$ cat config.mk
export PLATFORM = sky130hd
export DESIGN_NAME = exec_intunit
export DESIGN_NICKNAME = d
export VERILOG_FILES = /design/src/rtl/intunit_pkg.sv /design/src/rtl/intunit_absneg.sv /design/src/rtl/exec_intunit.sv
export SDC_FILE = /design/constraint.sdc
export NUM_CORES = 1
export LEC_CHECK = 0
export BUFFER_PORTS_ARGS = -buffer_cell sky130_fd_sc_hd__buf_2
export CAP_MARGIN = 20
export CELL_PAD_IN_SITES_DETAIL_PLACEMENT = 1
export CELL_PAD_IN_SITES_GLOBAL_PLACEMENT = 1
export CORE_MARGIN = 4
export CORE_UTILIZATION = 40
export DETAILED_ROUTE_END_ITERATION = 10
export GPL_TIMING_DRIVEN = 0
export MAX_ROUTING_LAYER = met4
export PLACE_DENSITY_LB_ADDON = 0.1
export SLEW_MARGIN = 30
export SYNTH_ARGS = -nofsm -noshare
export SYNTH_HDL_FRONTEND = slang
export SYNTH_SLANG_ARGS = --single-unit
export TNS_END_PERCENT = 30
$ cat constraint.sdc
create_clock -name clk_i -period 4.1 [get_ports clk_i]
set_clock_uncertainty 0.05 [all_clocks]
set_input_delay 0.205 -clock clk_i [delete_from_list [all_inputs] [get_ports clk_i]]
set_output_delay 0.205 -clock clk_i [all_outputs]
set_load 0.005 [all_outputs]
$ cat src/rtl/intunit_pkg.sv
// Shared types and op-decoding helpers for the iterative multiply/divide unit.
package intunit_pkg;

  typedef enum logic [2:0] {
    OpMul    = 3'd0,
    OpMulh   = 3'd1,
    OpMulhu  = 3'd2,
    OpMulhsu = 3'd3,
    OpDiv    = 3'd4,
    OpDivu   = 3'd5,
    OpMod    = 3'd6,
    OpModu   = 3'd7
  } intop_t;

  typedef enum logic [1:0] {
    StIdle  = 2'd0,
    StCalc  = 2'd1,
    StFixup = 2'd2,
    StDone  = 2'd3
  } intstate_t;

  function automatic logic is_div(intop_t op);
    return op inside {OpDiv, OpDivu, OpMod, OpModu};
  endfunction

  function automatic logic is_rem(intop_t op);
    return op inside {OpMod, OpModu};
  endfunction

  function automatic logic is_signed_a(intop_t op);
    return op inside {OpMulh, OpMulhsu, OpDiv, OpMod};
  endfunction

  function automatic logic is_signed_b(intop_t op);
    return op inside {OpMulh, OpDiv, OpMod};
  endfunction

endpackage

$ cat src/rtl/intunit_absneg.sv
// Conditional two's-complement negate: magnitude on operand entry, sign restore on fixup.
module intunit_absneg #(
  parameter int unsigned WIDTH = 32
) (
  input  logic [WIDTH-1:0] val_i,
  input  logic             neg_i,
  output logic [WIDTH-1:0] res_o
);

  assign res_o = neg_i ? (-val_i) : val_i;

endmodule

$ cat src/rtl/exec_intunit.sv
// Iterative shift-add multiplier / restoring divider with start/done handshake.
// Optional macro INTUNIT_EARLY_EN: trivial operands finish straight from the start cycle.
module exec_intunit
  import intunit_pkg::*;
#(
  parameter int unsigned WIDTH = 32,
  parameter int unsigned CNT_W = $clog2(WIDTH) + 1
) (
  input  logic             clk_i,
  input  logic             rst_i,
  input  logic             start_i,
  input  logic             abort_i,
  input  logic [2:0]       func_i,
  input  logic [WIDTH-1:0] a_i,
  input  logic [WIDTH-1:0] b_i,
  output logic             stall_o,
  output logic             busy_o,
  output logic             done_o,
  output logic [WIDTH-1:0] result_o
);

  intstate_t          state_q;
  intop_t             op_q;
  logic [CNT_W-1:0]   cnt_q;
  logic               sign_a_q, sign_b_q, b_zero_q;
  logic [WIDTH-1:0]   opnd_q;
  logic [2*WIDTH-1:0] acc_q;
  logic [WIDTH-1:0]   result_q;

  intop_t           op_in;
  logic             sign_a_in, sign_b_in;
  logic [WIDTH-1:0] a_mag, b_mag;

  assign op_in     = intop_t'(func_i);
  assign sign_a_in = is_signed_a(op_in) & a_i[WIDTH-1];
  assign sign_b_in = is_signed_b(op_in) & b_i[WIDTH-1];

  intunit_absneg #(.WIDTH(WIDTH)) u_abs_a (.val_i(a_i), .neg_i(sign_a_in), .res_o(a_mag));
  intunit_absneg #(.WIDTH(WIDTH)) u_abs_b (.val_i(b_i), .neg_i(sign_b_in), .res_o(b_mag));

  // One iteration: multiply adds into the high half and shifts right;
  // divide shifts left and keeps the trial subtraction if it did not borrow.
  logic [WIDTH:0]       mul_sum, rem_sh, div_diff;
  logic [2*WIDTH-1:0]   acc_next;

  always_comb begin
    mul_sum  = {1'b0, acc_q[2*WIDTH-1:WIDTH]} + (acc_q[0] ? {1'b0, opnd_q} : '0);
    rem_sh   = acc_q[2*WIDTH-1:WIDTH-1];
    div_diff = rem_sh - {1'b0, opnd_q};
    acc_next = {mul_sum, acc_q[WIDTH-1:1]};
    if (is_div(op_q)) begin
      acc_next = div_diff[WIDTH] ? {rem_sh[WIDTH-1:0], acc_q[WIDTH-2:0], 1'b0}
                                 : {div_diff[WIDTH-1:0], acc_q[WIDTH-2:0], 1'b1};
    end
  end

  logic [2*WIDTH-1:0] prod_fix;
  logic [WIDTH-1:0]   quo_fix, rem_fix, fix_res;

  intunit_absneg #(.WIDTH(2*WIDTH)) u_fix_prod (
    .val_i(acc_q), .neg_i(sign_a_q ^ sign_b_q), .res_o(prod_fix)
  );
  intunit_absneg #(.WIDTH(WIDTH)) u_fix_quo (
    .val_i(acc_q[WIDTH-1:0]), .neg_i(sign_a_q ^ sign_b_q), .res_o(quo_fix)
  );
  intunit_absneg #(.WIDTH(WIDTH)) u_fix_rem (
    .val_i(acc_q[2*WIDTH-1:WIDTH]), .neg_i(sign_a_q), .res_o(rem_fix)
  );

  // Divide by zero leaves remainder = |a|, so only the quotient needs forcing.
  always_comb begin
    fix_res = '0;
    unique case (op_q)
      OpMul:                     fix_res = prod_fix[WIDTH-1:0];
      OpMulh, OpMulhu, OpMulhsu: fix_res = prod_fix[2*WIDTH-1:WIDTH];
      OpDiv, OpDivu:             fix_res = b_zero_q ? '1 : quo_fix;
      OpMod, OpModu:             fix_res = rem_fix;
      default:                   fix_res = '0;
    endcase
  end

  logic             early;
  logic [WIDTH-1:0] early_res;

`ifdef INTUNIT_EARLY_EN
  always_comb begin
    early     = 1'b0;
    early_res = '0;
    if (a_i == '0) begin
      early = 1'b1;
    end else if (is_div(op_in)) begin
      if (b_i == '0) begin
        early     = 1'b1;
        early_res = is_rem(op_in) ? a_i : '1;
      end else if (a_mag < b_mag) begin
        early     = 1'b1;
        early_res = is_rem(op_in) ? a_i : '0;
      end
    end
  end
`else
  assign early     = 1'b0;
  assign early_res = '0;
`endif

  always_ff @(posedge clk_i or posedge rst_i) begin
    if (rst_i) begin
      state_q  <= StIdle;
      op_q     <= OpMul;
      cnt_q    <= '0;
      sign_a_q <= 1'b0;
      sign_b_q <= 1'b0;
      b_zero_q <= 1'b0;
      opnd_q   <= '0;
      acc_q    <= '0;
      result_q <= '0;
    end else if (abort_i) begin
      state_q <= StIdle;
    end else begin
      unique case (state_q)
        StIdle: begin
          if (start_i) begin
            op_q     <= op_in;
            sign_a_q <= sign_a_in;
            sign_b_q <= sign_b_in;
            b_zero_q <= (b_i == '0);
            opnd_q   <= is_div(op_in) ? b_mag : a_mag;
            acc_q    <= {{WIDTH{1'b0}}, (is_div(op_in) ? a_mag : b_mag)};
            cnt_q    <= CNT_W'(WIDTH - 1);
            if (early) begin
              result_q <= early_res;
              state_q  <= StDone;
            end else begin
              state_q <= StCalc;
            end
          end
        end
        StCalc: begin
          acc_q <= acc_next;
          cnt_q <= cnt_q - 1'b1;
          if (cnt_q == '0) state_q <= StFixup;
        end
        StFixup: begin
          result_q <= fix_res;
          state_q  <= StDone;
        end
        StDone:  state_q <= StIdle;
        default: state_q <= StIdle;
      endcase
    end
  end

  assign stall_o  = ((state_q == StIdle) & start_i & ~abort_i) |
                    (state_q == StCalc) | (state_q == StFixup);
  assign busy_o   = (state_q != StIdle);
  assign done_o   = (state_q == StDone) & ~abort_i;
  assign result_o = result_q;

endmodule

==> metrics.txt, run 1 <==
max_slew headroom 34.77%; Lkg Pwr between 7 and 8 nW; Slew Viols, Final 0; sequential fraction of the synthesis area 23.56%; area of the die 0.04087 sq mm; top_reg_cell synth dfrtp_1; starting density of the core between 40 and 50%; Yosys reg bits between 100 and 150; critical path, cell by cell inv_1 > ha_1 > fa_1 > nand2b_1 > a21oi_2 > o21ai_1 > o2111ai_2 > a31oi_2 > xnor2_4 > buf_4 > mux2_2 > o31a_1; DRC Markers 0; row count 70; number of top-level pins 106; pwr/cell area 906.4 mW/mm^2; EDFF count, synth 0; outcome complete, no violations; setup slack, reg-to-reg 0.10 ns; Total GRT Usage approximately a third; DP Cell Count about 2,700; area occupied by registers 0.003555 sq mm; largest net degree at the start of global routing 76; Area contributors post-synth dfrtp_1 24%, a21oi_1 6.7%, o21ai_0 6.6%; synth-to-layout area growth 13.05%; Comb power frac 70.5%; Core ar. 0.03687 sq mm; clock buffer count from CTS 17; DR WL/cell 26.11 um; Post-synth ARST share 100.0%; period utilization 97.46%; placed inst area between 0.015 and 0.02 sq mm; CTS sink cnt about 140; # port buffers ~100; Syn Nets 2,195; Worst-Margin Slew 0.9785 ns; vias in the first global route 16,870; Critical Path AT 4.29 ns; CP peak stage delay 0.49 ns; Fmax 0.2503 GHz; CP endpoint kind register; Sw Pwr 8.881 mW; initial antenna violation count 1; Detail Placement HPWL 56,040 um; number of fill cells 4,735; YS warnings 0; Finished Layout Cells 2,695; Setup crit start kind register; antenna viol nets, final 0; Placer Congestion 0.9969; post-synth top area cell dfrtp_1; ratio of cells with drive above 1 in the final layout between 10% and 20%; WS Path Type reg2reg; VDD IR max roughly 0.44 mV; Via density 6.294; final-report setup violation count 0; Critical Path RT between 4 and 5 ns; unrepaired setup endpoints after global routing yes; DRT iter0 DRCs 1,536; total gr overflow 0; Fin. Hold Viols 0; internal power around 6.6 mW; die width 202.2 um; Multi-input gate area 0.01079 sq mm; HP Class in2reg; Slowest cell on crit path dfrtp_1; CTS root buf clkbuf_16; min cycle time layout 3.996 ns; commonest cells in the netlist 222 x nor2_1, 210 x nand2_1, 201 x a21oi_1; syn avg cell area ~7.4 sq um; Post-Syn Area 0.01508 sq mm; total detailed-routing wirelength 70,360 um; Sequential Power Share 18.7%; htree depth 4; post-synth top area share 23.56%; top-count cell post-synth nor2_1; First-pass DRT Iterations 5; first-pass GRT wire length 105,000 um; worst-path fanout max 6; fin area 0.01705 sq mm; Post-Syn Instances 2,048; Net Sw Frac ~57%; die height 202.2 um; clk_lat worst skew 0.46 ns; CTS tree done; Nets 2,324; count of cell types in the netlist 83; MaxCap Viol Count 0; CTS clock-pin slew for the worst setup and hold paths 0.07 ns; Fin Hold WS 0.01800 ns; clock network power share a little over a tenth; Bufs on Longest Clock Path 2; total number of vias 16,960
[worst max-delay path, delay by kind of cell, from the launching register on]
kind	cells	cell delay [ns]
buffers and inverters	2	0.41
XOR/XNOR	1	0.35
flip-flops	1	0.49
multiplexers	1	0.33
AO/OA/AOI/OAI	5	1.32
AND/OR/NAND/NOR	1	0.22
adder cells (fa/ha/maj)	2	0.71
[cell families (layout without fill, tap and decap cells)]
logic type                 after synthesis  in the layout  share of synthesized area, %
DFF                                    142            142                         23.56
xor gates and xnor gates               179            179                         10.40
other                                    0              1                             0
muxes                                   67             67                         4.730
adders and majority gates               76             76                         6.406
and+or+nand+nor                        662            662                         20.54
AOI/OAI and AO/OA                      699            699                         28.70
buffers and inverters                  223            365                         5.659
[what timing repair did]
action | CTS | global route
cloned | 0 | 0
hold buffers | 3 | 0
buffers inserted | 2 | 0
setup endpoints to repair | 41 | 22
resized for setup | 16 | 14
pin swaps | 1 | 0
endpoints found under the hold margin | 77 | 0
[flip-flops by register name, summed over array words and instances, names as in the netlist]
name	count
b_zero_q	1
sign_a_q	1
op_q	3
sign_b_q	1
acc_q	64
state_q	2
opnd_q	32
result_o	32
cnt_q	6
[through the flow]
step                power (mW)  setup WS, ns  TNS (ns)  util [%]
CTS                      15.10       0.01628         0     46.10
finish                   15.45        0.1040         0     46.23
floorplan                9.569       0.03543         0         -
detailed placement       13.29       -0.6489    -17.16     44.15
global placement         13.05        -1.964   -298.77     44.02
global route             16.43      0.003582         0     46.23
[path summary, 6_finish.rpt]
kind	start	endpoint	depth (start not counted)
setup reg to reg	acc_q[31]$_DFFE_PP0P_	acc_q[63]$_DFFE_PP0P_	12
setup / recovery	acc_q[31]$_DFFE_PP0P_	acc_q[63]$_DFFE_PP0P_	12
max in group asynchronous	rst_i	cnt_q[3]$_DFFE_PP0P_	4
min in group asynchronous	rst_i	result_o[8]$_DFFE_PP0P_	3
hold / removal	func_i[1]	op_q[1]$_DFFE_PP0P_	2
hold reg to reg	result_o[22]$_DFFE_PP0P_	result_o[22]$_DFFE_PP0P_	2
[cells in the final DEF (no fill, tap or decap), drive strengths merged, types with 12 or more instances in the layout]
master	instances
and3	12
clkbuf	149
or3	19
inv	82
or4	14
dfrtp	142
nor2b	13
mux2	34
o22ai	14
nor4	17
nor3	37
o31ai	36
o221ai	14
a21o	24
ha	74
o21ai	209
mux2i	33
o211ai	18
nand3	27
a21oi	201
a22oi	17
o41ai	15
nand2b	24
nand4	19
nand2	210
xor2	80
and2	19
a211oi	40
buf	124
nor2	222
xnor2	99
a31oi	25
[power groups by stage]
stage	registers [mW]	logic, mW	clock network (mW)
2_1_floorplan	2.44	7.13	0
3_3_place_gp	2.81	10.2	0
3_5_place_dp	2.84	10.4	0
4_1_cts	2.82	10.6	1.67
5_1_grt	2.92	11.8	1.74
6_report	2.88	10.9	1.67
[layer usage]
metal / up-vias / GRT usage (%) / routed length, um
met4: 0 / 14.04 / 3383
met3: 171 / 6.594 / 5339
met5: - / - / 0
li1: 7667 / - / -
met1: 8382 / 44.86 / 30570
met2: 741 / 52.07 / 31070
[cell type report]
type                       count  area share (%)
antenna                        1         0.01468
inverter                      75           1.695
clock buffer                  18           2.576
timing repair buffer         110           3.479
sequential                   142           20.85
tap                          504           3.699
clock inverter                14          0.9615
buffer                       148           3.442
multi-input combinational   1683           63.28
Power figures use the tool's default switching activity.
==> run 2, diff against run 1 <==
--- a/config.mk
+++ b/config.mk
@@ -10,13 +10,12 @@
 export CELL_PAD_IN_SITES_DETAIL_PLACEMENT = 1
 export CELL_PAD_IN_SITES_GLOBAL_PLACEMENT = 1
 export CORE_MARGIN = 4
-export CORE_UTILIZATION = 40
+export CORE_UTILIZATION = 37
 export DETAILED_ROUTE_END_ITERATION = 10
 export GPL_TIMING_DRIVEN = 0
-export MAX_ROUTING_LAYER = met4
 export PLACE_DENSITY_LB_ADDON = 0.1
 export SLEW_MARGIN = 30
 export SYNTH_ARGS = -nofsm -noshare
 export SYNTH_HDL_FRONTEND = slang
 export SYNTH_SLANG_ARGS = --single-unit
-export TNS_END_PERCENT = 30
+export TNS_END_PERCENT = 100
==> metrics.txt, run 2 (same netlist as run 1, synthesis figures left out) <==
clock network power share 10.5% (was 10.8%); DRC Markers 0 (unchanged); Worst-Margin Slew 0.9850 ns (was 0.9785 ns); period utilization 97.19% (was 97.46%); internal power 6.527 mW (was 6.572 mW); Slew Viols, Final 0 (unchanged); DR top layer met4 (unchanged); wire length on met1 31,250 um (was 30,570 um); pwr/cell area 909.5 mW/mm^2 (was 906.4 mW/mm^2); fin area 0.01702 sq mm (was 0.01705 sq mm); Fin. Hold Viols 0 (unchanged); Via density 6.132 (was 6.294); Largest Register acc_q (unchanged); total gr overflow 0 (unchanged); outcome complete, no violations (unchanged); vias in the first global route 16,940 (was 16,870); CTS clock-pin slew for the worst setup and hold paths 0.07 ns (about the same); commonest non-fill, non-tap cell in the layout nor2_1 (unchanged); Sw Pwr 8.955 mW (was 8.881 mW); VDD IR max 0.3955 mV (was 0.4388 mV); R2R cell count 9 (was 12); total number of vias 16,650 (was 16,960); row count 73 (was 70); final core occ 42.55% (was 46.23%); max reg flops 64 (unchanged); die width 209.9 um (was 202.2 um); diode count 0 (was 1); hold path cells 3 (was 2); Comb power frac 71.3% (was 70.5%); worst hold start b_i[30] (was func_i[1]); min cycle time layout 3.985 ns (was 3.996 ns); MaxCap Viol Count 0 (unchanged); WS Path Type reg2reg (unchanged); number of top-level pins 106 (unchanged); Core ar. 0.04001 sq mm (was 0.03687 sq mm); max_slew headroom 33.73% (was 34.77%); CTS root buf clkbuf_16 (unchanged); DRT iter0 DRCs 1,378 (was 1,536); Fmax 0.2510 GHz (was 0.2503 GHz); clk_lat worst skew 0.46 ns (about the same); die height 209.9 um (was 202.2 um); First-pass DRT Iterations 5 (unchanged); Critical Path AT 4.32 ns (was 4.29 ns); setup slack, reg-to-reg 0.12 ns (was 0.10 ns); final-report setup violation count 0 (unchanged); starting density of the core 37.69% (was 40.90%); HP Class in2reg (unchanged); CTS tree done (unchanged); Critical R2R Capture result_o[29]$_DFFE_PP0P_ (was acc_q[63]$_DFFE_PP0P_); Critical Path RT 4.44 ns (was 4.39 ns); Total GRT Usage 31.39% (was 34.21%); ratio of cells with drive above 1 in the final layout 10.09% (was 10.41%); placed inst area 0.01630 sq mm (was 0.01628 sq mm); CTS sink cnt 142 (unchanged); Placer Congestion 1.016 (was 0.9969); # port buffers 104 (unchanged); CP endpoint kind register (unchanged); most frequent cells in the layout 221 x nor2_1, 210 x nand2_1, 199 x a21oi_1 (was 220 x nor2_1, 210 x nand2_1, 199 x a21oi_1); htree depth 4 (unchanged); DR WL met2 32,540 um (was 31,070 um); Sequential Power Share 18.2% (was 18.7%); met3 wire length 4191 um (was 5339 um); worst-path fanout max 10 (was 6); DR WL/cell 26.10 um (was 26.11 um); Nets 2,325 (was 2,324); Lkg Pwr 7.146 nW (was 7.177 nW); clock buffer count from CTS 17 (unchanged); area of the die 0.04405 sq mm (was 0.04087 sq mm); Hold EP b_zero_q$_DFFE_PP0P_ (was op_q[1]$_DFFE_PP0P_); Final Power 15.48 mW (was 15.45 mW); first-pass GRT wire length 106,300 um (was 105,000 um); unrepaired setup endpoints after global routing no (was yes); Setup crit start kind register (unchanged); Bufs on Longest Clock Path 2 (unchanged); largest net degree at the start of global routing 87 (was 76); Net Sw Frac 57.84% (was 57.47%); synth-to-layout area growth 12.89% (was 13.05%); Detail Placement HPWL 56,980 um (was 56,040 um); antenna viol nets, final 0 (unchanged); total detailed-routing wirelength 70,880 um (was 70,360 um); r2r startpoint op_q[2]$_DFFE_PP0P_ (was acc_q[31]$_DFFE_PP0P_); initial antenna violation count 1 (unchanged)
## run 2: timing repair
item,CTS,global route
hold buffers,4,0
setup buffers,2,0
resized for setup,10,12
hold endpoints to repair,60,0
pin swaps,1,0
setup endpoints to repair,36,32
gates cloned,0,0
## run 2: power groups by stage
| stage | logic [mW] | clock network, mW | registers [mW] |
|---|---|---|---|
| after floorplan | 7.13 | 0 | 2.44 |
| after global placement | 10.4 | 0 | 2.79 |
| after detailed placement | 10.6 | 0 | 2.81 |
| after CTS | 10.7 | 1.63 | 2.79 |
| after global routing | 11.9 | 1.70 | 2.88 |
| final | 11.0 | 1.62 | 2.82 |
## run 2: worst max path at each step
stage / start / endpoint / slack [ns] / cells past startpoint
after floorplan: rst_i / acc_q[0]$_DFFE_PP0P_ / 0.04 / 1
after global routing: acc_q[0]$_DFFE_PP0P_ / acc_q[55]$_DFFE_PP0P_ / 0.007 / 13
final: op_q[2]$_DFFE_PP0P_ / result_o[29]$_DFFE_PP0P_ / 0.12 / 9
after CTS: acc_q[31]$_DFFE_PP0P_ / acc_q[58]$_DFFE_PP0P_ / 0.02 / 13
after global placement: rst_i / opnd_q[21]$_DFFE_PP0P_ / -2.10 / 2
after detailed placement: acc_q[31]$_DFFE_PP0P_ / acc_q[60]$_DFFE_PP0P_ / -0.62 / 12
## run 2: layer usage
metal  track usage, %  up-vias
li1                 -     7656
met1            42.07     8353
met2            51.26      515
met3            4.918      130
met4            11.54        0
met5                0        -
## run 2: final cells by class
cell class,instances,area [sq um]
sequential,142,3555
clock inverter,14,146.4
tap,525,656.9
timing repair buffer,111,603.1
fill,5092,22980
clock buffer,18,429.2
buffer,148,579.3
inverter,75,289.0
multi-input combinational,1683,10760
## run 2: critical path, cell delays in order, from the launching register on
cell and delay [ns]:
dfrtp_1 0.32, clkbuf_1 0.46, clkbuf_1 0.70, clkinv_1 0.70, nor2_1 0.59, clkbuf_1 0.61, nand3_1 0.15, nand2_1 0.10
a21oi_1 0.06, a21oi_1 0.16
## run 2: metrics by stage
stage | instances | TNS, ns | hold WS, ns | setup WS (ns)
5_1_grt | 2716 | 0 | 0.05188 | 0.006531
6_report | 2716 | 0 | 0.02620 | 0.1153
2_1_floorplan | 2048 | 0 | 0.2213 | 0.03543
3_3_place_gp | 2677 | -314.23 | 0.3916 | -2.099
3_5_place_dp | 2678 | -14.76 | 0.2242 | -0.6204
4_1_cts | 2716 | 0 | 0.004836 | 0.02006
==> run 3, diff against run 2 <==
--- a/config.mk
+++ b/config.mk
@@ -11,6 +11,7 @@
 export CELL_PAD_IN_SITES_GLOBAL_PLACEMENT = 1
 export CORE_MARGIN = 4
 export CORE_UTILIZATION = 37
+export CTS_CLUSTER_DIAMETER = 40
 export DETAILED_ROUTE_END_ITERATION = 10
 export GPL_TIMING_DRIVEN = 0
 export PLACE_DENSITY_LB_ADDON = 0.1
==> constraint.sdc (replaced) <==
create_clock -name clk_i -period 4.1 [get_ports clk_i]
set_clock_uncertainty 0.05 [all_clocks]
set_input_delay 0.82 -clock clk_i [delete_from_list [all_inputs] [get_ports clk_i]]
set_output_delay 0.82 -clock clk_i [all_outputs]
set_load 0.005 [all_outputs]
==> metrics.txt, run 3 (same netlist as run 1, synthesis figures left out) <==
outcome complete, no violations (unchanged); row count 73 (unchanged); R2R cell count 14 (was 9); clock buffer count from CTS 17 (unchanged); WP buf/inv 3 (was 4); clk_lat worst skew 0.47 ns (was 0.46 ns); CTS sink cnt 142 (unchanged); starting density of the core 37.69% (unchanged); Core ar. 0.04001 sq mm (unchanged); Fmax 0.2496 GHz (was 0.2510 GHz); number of top-level pins 106 (unchanged); CTS hold repair buffers 0 (was 4); Total GRT Usage 31.25% (was 31.39%); First-pass DRT Iterations 6 (was 5); CP peak stage delay 0.70 ns (about the same); Detail Placement HPWL 57,080 um (was 56,980 um); Largest Register acc_q (unchanged); CP endpoint kind register (unchanged); DR WL/cell 25.98 um (was 26.10 um); Fin. Hold Viols 0 (unchanged); initial antenna violation count 0 (was 1); fin area 0.01713 sq mm (was 0.01702 sq mm); total number of vias 16,800 (was 16,650); total detailed-routing wirelength 70,610 um (was 70,880 um); final core occ 42.81% (was 42.55%); worst slack at placement -0.6087 ns (was -0.6204 ns); max reg flops 64 (unchanged); Critical R2R Capture acc_q[56]$_DFFE_PP0P_ (was result_o[29]$_DFFE_PP0P_); worst-path fanout max 10 (unchanged); CTS root buf clkbuf_16 (unchanged); min cycle time layout 4.006 ns (was 3.985 ns); pwr/cell area 904.6 mW/mm^2 (was 909.5 mW/mm^2); unrepaired setup endpoints after global routing no (unchanged); largest net degree at the start of global routing 28 (was 87); Crit path max-delay family compound AO/OA/AOI/OAI gates (was buffers and inverters); ratio of cells with drive above 1 in the final layout 10.67% (was 10.09%); synth-to-layout area growth 13.57% (was 12.89%); commonest non-fill, non-tap cell in the layout nor2_1 (unchanged); first-pass GRT wire length 106,200 um (was 106,300 um); Nets 2,327 (was 2,325); Lkg Pwr 7.196 nW (was 7.146 nW); htree depth 4 (unchanged); Critical Path RT 4.40 ns (was 4.44 ns); Via density 6.180 (was 6.132); die height 209.9 um (unchanged); total gr overflow 0 (unchanged); DRT iter0 DRCs 1,286 (was 1,378); most frequent cells in the layout 221 x nor2_1, 210 x nand2_1, 199 x a21oi_1 (unchanged); critical path, cell by cell inv_2 > clkbuf_2 > nor2_1 > ha_1 > clkbuf_1 > a21oi_1 > o21ai_0 > a41oi_2 > o31a_1 > o21ai_4 > o2bb2ai_1 > a21bo_2 > xor2_1 > a221o_1 (was clkbuf_1 > clkbuf_1 > clkinv_1 > nor2_1 > clkbuf_1 > nand3_1 > nand2_1 > a21oi_1 > a21oi_1); area of the die 0.04405 sq mm (unchanged); r2r startpoint acc_q[0]$_DFFE_PP0P_ (was op_q[2]$_DFFE_PP0P_); DRC Markers 0 (unchanged); Slew Viols, Final 0 (unchanged); # port buffers 104 (unchanged); Setup crit start kind register (unchanged); MaxCap Viol Count 0 (unchanged); number of fill cells 5,095 (was 5,092); placed inst area 0.01641 sq mm (was 0.01630 sq mm); final-report setup violation count 0 (unchanged); setup slack, reg-to-reg 0.09 ns (was 0.12 ns); period utilization 97.70% (was 97.19%); WS Path Type reg2reg (unchanged); Placer Congestion 1.007 (was 1.016); Critical Path AT 4.30 ns (was 4.32 ns); vias in the first global route 17,270 (was 16,940); setup ws final 0.09419 ns (was 0.1153 ns); die width 209.9 um (unchanged); antenna viol nets, final 0 (unchanged); diode count 0 (unchanged); CTS tree done (unchanged); HP Class in2async (was in2reg); CTS clock-pin slew for the worst setup and hold paths 0.08 ns (was 0.07 ns); Slowest cell on crit path dfrtp_1 (was clkbuf_1); Bufs on Longest Clock Path 2 (unchanged); max_slew headroom 31.14% (was 33.73%); VDD IR max 0.4258 mV (was 0.3955 mV); Worst-Margin Slew 1.033 ns (was 0.9850 ns)
[run 3: cell count changes in the layout (fill, tap and decap cells not counted), moves of 2 or more]
cell / change
clkbuf_1: -2
buf_12: +4
clkinv_4: +2
clkbuf_2: +2
dlygate4sd3_1: -4
[run 3: worst max path at each step]
stage	start	endpoint	slack, ns	cells past startpoint
global placement	acc_q[31]$_DFFE_PP0P_	acc_q[41]$_DFFE_PP0P_	-0.90	12
CTS	opnd_q[1]$_DFFE_PP0P_	acc_q[61]$_DFFE_PP0P_	0.01	11
floorplan	b_i[17]	acc_q[30]$_DFFE_PP0P_	0.67	9
global route	acc_q[47]$_DFFE_PP0P_	acc_q[32]$_DFFE_PP0P_	0.01	12
detailed placement	acc_q[31]$_DFFE_PP0P_	acc_q[55]$_DFFE_PP0P_	-0.61	12
finish	acc_q[0]$_DFFE_PP0P_	acc_q[56]$_DFFE_PP0P_	0.09	14
[run 3: metal layers]
| layer | part of all wire (%) | GRT usage (%) | up-vias |
|---|---|---|---|
| li1 | - | - | 7687 |
| met1 | 44 | 41.49 | 8414 |
| met2 | 45 | 49.73 | 545 |
| met3 | 6.1 | 5.411 | 152 |
| met4 | 5.0 | 14.33 | 0 |
| met5 | 0 | 0 | - |
[run 3: area by class of cell]
cell class                      count  area, sq um  area share (%)
Inverter                           75        285.3           1.666
Clock buffer                       18        439.2           2.564
Tap cell                          525        656.9           3.836
Timing Repair Buffer              113        678.2           3.960
Clock inverter                     14        137.6          0.8037
Multi-Input combinational cell   1683        10790           63.02
Buffer                            148        581.8           3.397
Sequential cell                   142         3553           20.75
[run 3: stage by stage]
step           total power, mW  hold slack, ns  cells  TNS, ns
4_1_cts                  15.13          0.2512   2718        0
5_1_grt                  16.47          0.2654   2718        0
3_3_place_gp             13.20          0.4012   2677   -24.47
3_5_place_dp             13.43          0.4130   2683   -16.69
2_1_floorplan            9.569          0.3998   2048        0
6_report                 15.49          0.2542   2718        0
[run 3: repair_timing]
action                     in CTS  in global routing
setup endpoints to repair      38                 45
buffers inserted                3                  0
pin swaps                       1                  0
gates resized for setup         9                 18
[run 3: power by group]
group	switching, mW	total (mW)	internal (mW)
combinational	7.37	11.1	3.70
sequential	0.839	2.82	1.98
clock	0.772	1.59	0.822
